`config.mk`:
```
export PLATFORM = sky130hd
export DESIGN_NAME = uart_rx_word_master_flat
export DESIGN_NICKNAME = d
export VERILOG_FILES = /design/src/rtl/uart_rx_word_master_if.sv /design/src/rtl/uart_rx_word_master.sv /design/src/flat_wrapper.sv
export SDC_FILE = /design/constraint.sdc
export NUM_CORES = 1
export LEC_CHECK = 0
export ABC_AREA = 1
export BUFFER_PORTS_ARGS = -buffer_cell sky130_fd_sc_hd__buf_2
export CORE_MARGIN = 2
export CORE_UTILIZATION = 56
export CTS_CLUSTER_SIZE = 25
export DETAILED_ROUTE_END_ITERATION = 6
export GPL_TIMING_DRIVEN = 0
export PLACE_DENSITY_LB_ADDON = 0.15
export RECOVER_POWER = 25
export SLEW_MARGIN = 30
export SYNTH_ARGS = -nofsm -noshare
export SYNTH_HDL_FRONTEND = slang
export SYNTH_SLANG_ARGS = --single-unit
```
`constraint.sdc`:
```
create_clock -name clk_i -period 3.5 [get_ports clk_i]
set_input_delay 0.7 -clock clk_i [delete_from_list [all_inputs] [get_ports clk_i]]
set_output_delay 0.7 -clock clk_i [all_outputs]
set_load 0.02 [all_outputs]
```
`src/rtl/uart_rx_word_master_if.sv`:
```
// Register-bus link between the RX word master and the UART register slave.
// Read data returns the cycle after the strobe cycle.
interface uart_rx_word_master_if;
    logic        stb;
    logic [1:0]  adr;
    logic        we;
    logic [3:0]  byte_sel;
    logic [31:0] wdat;
    logic [31:0] rdat;

    modport master (
        output stb, adr, we, byte_sel, wdat,
        input  rdat
    );

    modport slave (
        input  stb, adr, we, byte_sel, wdat,
        output rdat
    );
endinterface

```
`src/rtl/uart_rx_word_master.sv`:
```
// Programs the UART, then polls STATUS and drains DATA, packing received bytes
// little-endian into 32-bit words on a valid/ready stream.
module uart_rx_word_master #(
    parameter logic [15:0] BAUD_DIV       = 16'd868,
    parameter logic [1:0]  CTRL_INIT      = 2'b11,
    parameter int unsigned TIMEOUT_CYCLES = 100000
) (
    input  logic                         clk_i,
    input  logic                         rst_i,
    uart_rx_word_master_if.master        bus,
    output logic [31:0]                  word_o,
    output logic [2:0]                   word_bytes_o,
    output logic                         word_valid_o,
    input  logic                         word_ready_i,
    output logic                         init_done_o,
    output logic                         frame_err_o
);

    localparam logic [1:0]  ADR_BAUD   = 2'd0;
    localparam logic [1:0]  ADR_CTRL   = 2'd1;
    localparam logic [1:0]  ADR_STATUS = 2'd2;
    localparam logic [1:0]  ADR_DATA   = 2'd3;
    localparam int unsigned RX_EMPTY_BIT  = 3;
    localparam int unsigned FRAME_ERR_BIT = 4;
    localparam logic [31:0] TMO_LIMIT  = 32'(TIMEOUT_CYCLES);

    typedef enum logic [2:0] {
        S_INIT_BAUD,
        S_INIT_CTRL,
        S_POLL,
        S_POLL_WAIT,
        S_READ,
        S_READ_WAIT,
        S_OUT
    } state_t;

    state_t      state_q, state_d;
    logic [31:0] word_q, word_d;
    logic [2:0]  idx_q, idx_d;
    logic [31:0] tmo_q, tmo_d;
    logic        init_done_q;
    logic        frame_err_q;

    logic        stb_c;
    logic [1:0]  adr_c;
    logic        we_c;
    logic [3:0]  byte_sel_c;
    logic [31:0] wdat_c;
    logic        valid_c;
    logic        tmo_hit;

    // A limit of zero disables the partial-word flush entirely.
    assign tmo_hit = (TIMEOUT_CYCLES != 0) && (tmo_q >= TMO_LIMIT);

    // NOTE: every signal assigned here gets a default first, so no path can
    // leave one unassigned and infer a latch.
    always_comb begin
        state_d    = state_q;
        word_d     = word_q;
        idx_d      = idx_q;
        tmo_d      = tmo_q;
        stb_c      = 1'b0;
        adr_c      = 2'd0;
        we_c       = 1'b0;
        byte_sel_c = 4'b0000;
        wdat_c     = 32'd0;
        valid_c    = 1'b0;

        unique case (state_q)
            S_INIT_BAUD: begin
                stb_c      = 1'b1;
                we_c       = 1'b1;
                adr_c      = ADR_BAUD;
                byte_sel_c = 4'b0011;
                wdat_c     = {16'd0, BAUD_DIV};
                state_d    = S_INIT_CTRL;
            end
            S_INIT_CTRL: begin
                stb_c      = 1'b1;
                we_c       = 1'b1;
                adr_c      = ADR_CTRL;
                byte_sel_c = 4'b0001;
                wdat_c     = {30'd0, CTRL_INIT};
                state_d    = S_POLL;
            end
            S_POLL: begin
                stb_c   = 1'b1;
                adr_c   = ADR_STATUS;
                state_d = S_POLL_WAIT;
                if (idx_q != 3'd0 && tmo_q < TMO_LIMIT) tmo_d = tmo_q + 32'd1;
            end
            S_POLL_WAIT: begin
                if (idx_q != 3'd0 && tmo_q < TMO_LIMIT) tmo_d = tmo_q + 32'd1;
                if (!bus.rdat[RX_EMPTY_BIT]) begin
                    state_d = S_READ;
                end else if (idx_q != 3'd0 && tmo_hit) begin
                    state_d = S_OUT;
                end else begin
                    state_d = S_POLL;
                end
            end
            S_READ: begin
                stb_c   = 1'b1;
                adr_c   = ADR_DATA;
                state_d = S_READ_WAIT;
            end
            S_READ_WAIT: begin
                word_d[{idx_q[1:0], 3'b000} +: 8] = bus.rdat[7:0];
                idx_d   = idx_q + 3'd1;
                tmo_d   = 32'd0;
                state_d = (idx_q == 3'd3) ? S_OUT : S_POLL;
            end
            S_OUT: begin
                valid_c = 1'b1;
                if (word_ready_i) begin
                    word_d  = 32'd0;
                    idx_d   = 3'd0;
                    tmo_d   = 32'd0;
                    state_d = S_POLL;
                end
            end
            default: state_d = S_INIT_BAUD;
        endcase
    end

    // NOTE: reset is synchronous and all state updates use non-blocking
    // assignments so every register samples pre-edge values.
    always_ff @(posedge clk_i) begin
        if (rst_i) begin
            state_q     <= S_INIT_BAUD;
            word_q      <= 32'd0;
            idx_q       <= 3'd0;
            tmo_q       <= 32'd0;
            init_done_q <= 1'b0;
            frame_err_q <= 1'b0;
        end else begin
            state_q <= state_d;
            word_q  <= word_d;
            idx_q   <= idx_d;
            tmo_q   <= tmo_d;
            if (state_q == S_INIT_CTRL) init_done_q <= 1'b1;
            if (state_q == S_POLL_WAIT && bus.rdat[FRAME_ERR_BIT]) frame_err_q <= 1'b1;
        end
    end

    // Bus outputs are held quiet while reset is asserted, even though the
    // state register already points at the BAUD write.
    assign bus.stb      = stb_c & ~rst_i;
    assign bus.we       = we_c & ~rst_i;
    assign bus.adr      = rst_i ? 2'd0 : adr_c;
    assign bus.byte_sel = rst_i ? 4'd0 : byte_sel_c;
    assign bus.wdat     = rst_i ? 32'd0 : wdat_c;

    assign word_valid_o = valid_c & ~rst_i;
    assign word_o       = word_q;
    assign word_bytes_o = (state_q == S_OUT) ? idx_q : 3'd0;
    assign init_done_o  = init_done_q;
    assign frame_err_o  = frame_err_q;

endmodule

```
`src/flat_wrapper.sv`:
```
// flat-port wrapper written by rule: the top's interface ports become plain ports
module uart_rx_word_master_flat 
#(
    parameter logic [15:0] BAUD_DIV       = 16'd868,
    parameter logic [1:0]  CTRL_INIT      = 2'b11,
    parameter int unsigned TIMEOUT_CYCLES = 100000
)
  (clk_i, rst_i, word_o, word_bytes_o, word_valid_o, word_ready_i, init_done_o, frame_err_o, bus_stb, bus_adr, bus_we, bus_byte_sel, bus_wdat, bus_rdat);
  uart_rx_word_master_if bus_i ();
  input  logic clk_i;
  input  logic rst_i;
  output logic [31:0] word_o;
  output logic [2:0] word_bytes_o;
  output logic word_valid_o;
  input  logic word_ready_i;
  output logic init_done_o;
  output logic frame_err_o;
  output wire logic [$bits(bus_i.stb)-1:0] bus_stb;
  output wire logic [$bits(bus_i.adr)-1:0] bus_adr;
  output wire logic [$bits(bus_i.we)-1:0] bus_we;
  output wire logic [$bits(bus_i.byte_sel)-1:0] bus_byte_sel;
  output wire logic [$bits(bus_i.wdat)-1:0] bus_wdat;
  input wire logic [$bits(bus_i.rdat)-1:0] bus_rdat;
  assign bus_stb = bus_i.stb;
  assign bus_adr = bus_i.adr;
  assign bus_we = bus_i.we;
  assign bus_byte_sel = bus_i.byte_sel;
  assign bus_wdat = bus_i.wdat;
  assign bus_i.rdat = bus_rdat;
  uart_rx_word_master #(.BAUD_DIV(BAUD_DIV), .CTRL_INIT(CTRL_INIT), .TIMEOUT_CYCLES(TIMEOUT_CYCLES)) u_core (.clk_i(clk_i), .rst_i(rst_i), .bus(bus_i), .word_o(word_o), .word_bytes_o(word_bytes_o), .word_valid_o(word_valid_o), .word_ready_i(word_ready_i), .init_done_o(init_done_o), .frame_err_o(frame_err_o));
endmodule
```
==> key figures <==
Placement
  • IO Port Bufs: 60
  • Placement Setup Slack: 0.8689 ns
  • Placed cells: 700
  • Post-place instance area: 0.004255 mm²
  • Detailed placer's ending HPWL: 6462 µm
  • Gp weighted congestion: 0.9184

Synthesis
  • Most used DFF post-synth: dfxtp_1
  • Largest cells by area after synthesis: dfxtp_1 (38%), nor2_1 (11%), nand2_1 (9.5%), buf_4 (7.6%), a21oi_1 (5.6%)
  • Average size of a mapped cell: 6.992 µm²
  • Post-Synthesis Cells: 537
  • Top cells by count, synth: nor2_1 (107), nand2_1 (95), dfxtp_1 (72)
  • Synth unique cells: 31
  • Ys async rst share: 0%
  • Number of synthesized flops with an enable pin: 0
  • Seq cells post-synth: 72
  • Top-count cell post-synth: nor2_1
  • Cell taking the most area after synthesis: dfxtp_1
  • Share of the synthesized area in the top cell type: 38.39%
  • Warnings, synthesis: 0
  • Area of the mapped netlist: 0.003755 mm²
  • Sequential share of the synthesized area: 38.39%

Setup path
  • Slowest CP cell: nor4_1
  • CP startpoint kind: flip-flop
  • Critical path class: flip-flop to output pin
  • Crit path required time: 2.80 ns
  • Crit-path max FO: 7
  • Largest stage delay, worst path: 0.74 ns
  • CP Capture Type: output pin
  • CP arrival: 1.99 ns
  • Cell-by-cell listing of the critical path: clkbuf_1 -> nor4_1 -> buf_4 -> buf_2

Clock tree
  • CTS Hold Buffers Added: 0
  • Clock Latency Late Sink: 0.35 ns
  • CTS tree: done
  • Clock transition at path regs: 0.08 ns
  • CTS root buffer: clkbuf_8
  • Postcts setup bufs: 0
  • Post_cts resized: 0
  • Htree depth: 3
  • Clk sinks: 72
  • Longest Clk Path Bufs: 2
  • CTS buffer count: 9

Timing
  • Final Hold Fails: 0
  • Slew @ Worst Pin: 0.9239 ns
  • Pins Over Slew Limit: 0
  • Final setup fails: 0
  • Final setup skew: 0.008799 ns
  • RSZ-0062 raised after global routing: no
  • Max Clock Freq: 371.2 MHz
  • Slack of the critical path: 0.8064 ns
  • Setup TNS Final: 0 ns
  • Fin crit share: 76.96%
  • Slew margin rel.: 37.76%
  • Crit path time final: 2.694 ns

Global routing
  • Total track usage: 24.82%
  • Initial antenna violation count: 0
  • Global-route wire length before repair: 14,580 µm
  • Grt total ovfl: 0
  • Vias in the first global route: 3,194
  • Largest net degree at the start of global routing: 13

Floorplanning
  • Die height: 85.89 µm
  • Die width: 85.89 µm
  • Site Rows: 29
  • Top Ports: 113
  • CORE AREA: 0.006422 mm²
  • Initial Utilization: 58.46%
  • Die Area: 0.007376 mm²

Hold path
  • Min-Delay Path Class: flip-flop to flip-flop

Pwr
  • Pwr Total: 1.848 mW
  • Maximum vdd drop: 0.0003252 V
  • Pwr Density: 414.7 mW/mm²
  • Leakage: 1.963 nW

Final layout
  • Post-route insts no fill: 716
  • Layout Nets: 676
  • Ant diodes: 0
  • Share of cells above drive strength 1: 16.90%
  • Cell area after layout: 0.004456 mm²
  • Fill count: 549
  • Area delta synth->final: 18.66%

Outcome
  • Violated checks: DRC
  • Status: finished with violations

Detailed routing
  • DR vias/cell: 5.145
  • WL/cell: 12.64 µm
  • DRC violations left: 6
  • Initial DRC Count: 282
  • Final WL: 9052 µm
  • Final ANT Viol Nets: 0
  • TritonRoute pass-1 iters: 7
  • Total number of vias: 3,684

Run
  • Max-Cap Viols: 0
==> metrics by stage <==
stage               hold WS (ns)  util [%]
floorplan                 0.4177         -
global placement          0.4262     66.16
global route              0.4551     69.37
CTS                       0.4421     70.08
finish                    0.4383     69.37
detailed placement        0.4292     66.26
==> area by class of cell <==
type | instances | area (µm²) | share of cell area (%)
multi-input combinational | 398 | 1908 | 42.83
sequential | 72 | 1441 | 32.35
buffer | 55 | 354.1 | 7.947
timing repair buffer | 60 | 267.8 | 6.010
inverter | 38 | 142.6 | 3.201
clock buffer | 11 | 141.4 | 3.173
clock inverter | 5 | 103.9 | 2.331
tap | 77 | 96.34 | 2.162
==> cell usage in the layout, fill, tap and decap left out, types with 5 or more instances in the layout <==
cell and n:
buf_4 38, nand2_1 95, o21ai_0 32, clkbuf_1 37, a21oi_1 42, nand3b_1 5
conb_1 27, buf_2 38, nand3_1 21, nor2_1 107, nor3_1 17, nand4_1 17
inv_1 33, inv_2 5, clkbuf_8 10, xnor2_1 5, dfxtp_1 72, ha_1 7
==> report_power, final <==
part / leakage, nW / total, mW / internal, mW / switching [mW]
clock: 0.124 / 0.810 / 0.493 / 0.316
sequential: 0.581 / 0.838 / 0.828 / 0.00916
combinational: 1.26 / 0.200 / 0.0670 / 0.133
total: 1.96 / 1.85 / 1.39 / 0.459
==> logic make-up (layout without fill, tap and decap cells) <==
group	after synthesis	after routing	share of synthesized area, %
buffers and inverters	93	169	13.26
adder cells (fa/ha/maj)	7	7	2.332
flip-flops	72	72	38.39
XOR/XNOR	9	9	2.099
AO/OA/AOI/OAI	84	84	12.50
AND/OR/NAND/NOR	271	271	31.32
other	1	27	0.09987
==> worst paths after layout <==
| path | from | to | slack (ns) | depth (start not counted) |
|---|---|---|---|---|
| worst max register to register | u_core.state_q[0] | u_core.word_o[16] | 0.99 | 8 |
| worst min-delay path | u_core.tmo_q[27] | u_core.tmo_q[27] | 0.44 | 2 |
| worst max-delay path | u_core.state_q[0] | bus_wdat[2] | 0.81 | 4 |
| worst min register to register | u_core.tmo_q[27] | u_core.tmo_q[27] | 0.44 | 2 |
==> registers in the layout, indices dropped and copies added, names as in the netlist <==
register,cells
u_core.frame_err_o,1
u_core.idx_q,3
u_core.init_done_o,1
u_core.state_q,3
u_core.tmo_q,32
u_core.word_o,32
==> layer usage <==
metal  track usage, %  share of wire, %  vias to the layer above
met3            4.042               7.2                       17
li1                 -                 -                     1883
met5                0                 0                        -
met4            11.69               2.3                        0
met2            37.21                45                      160
met1            34.89                46                     1624
==> critical path, delay by kind of cell (launching register included) <==
family | cells | cell delay, ns
buffers and inverters | 3 | 0.60
DFF | 1 | 0.30
and+or+nand+nor | 1 | 0.74
Power figures use the tool's default switching activity.
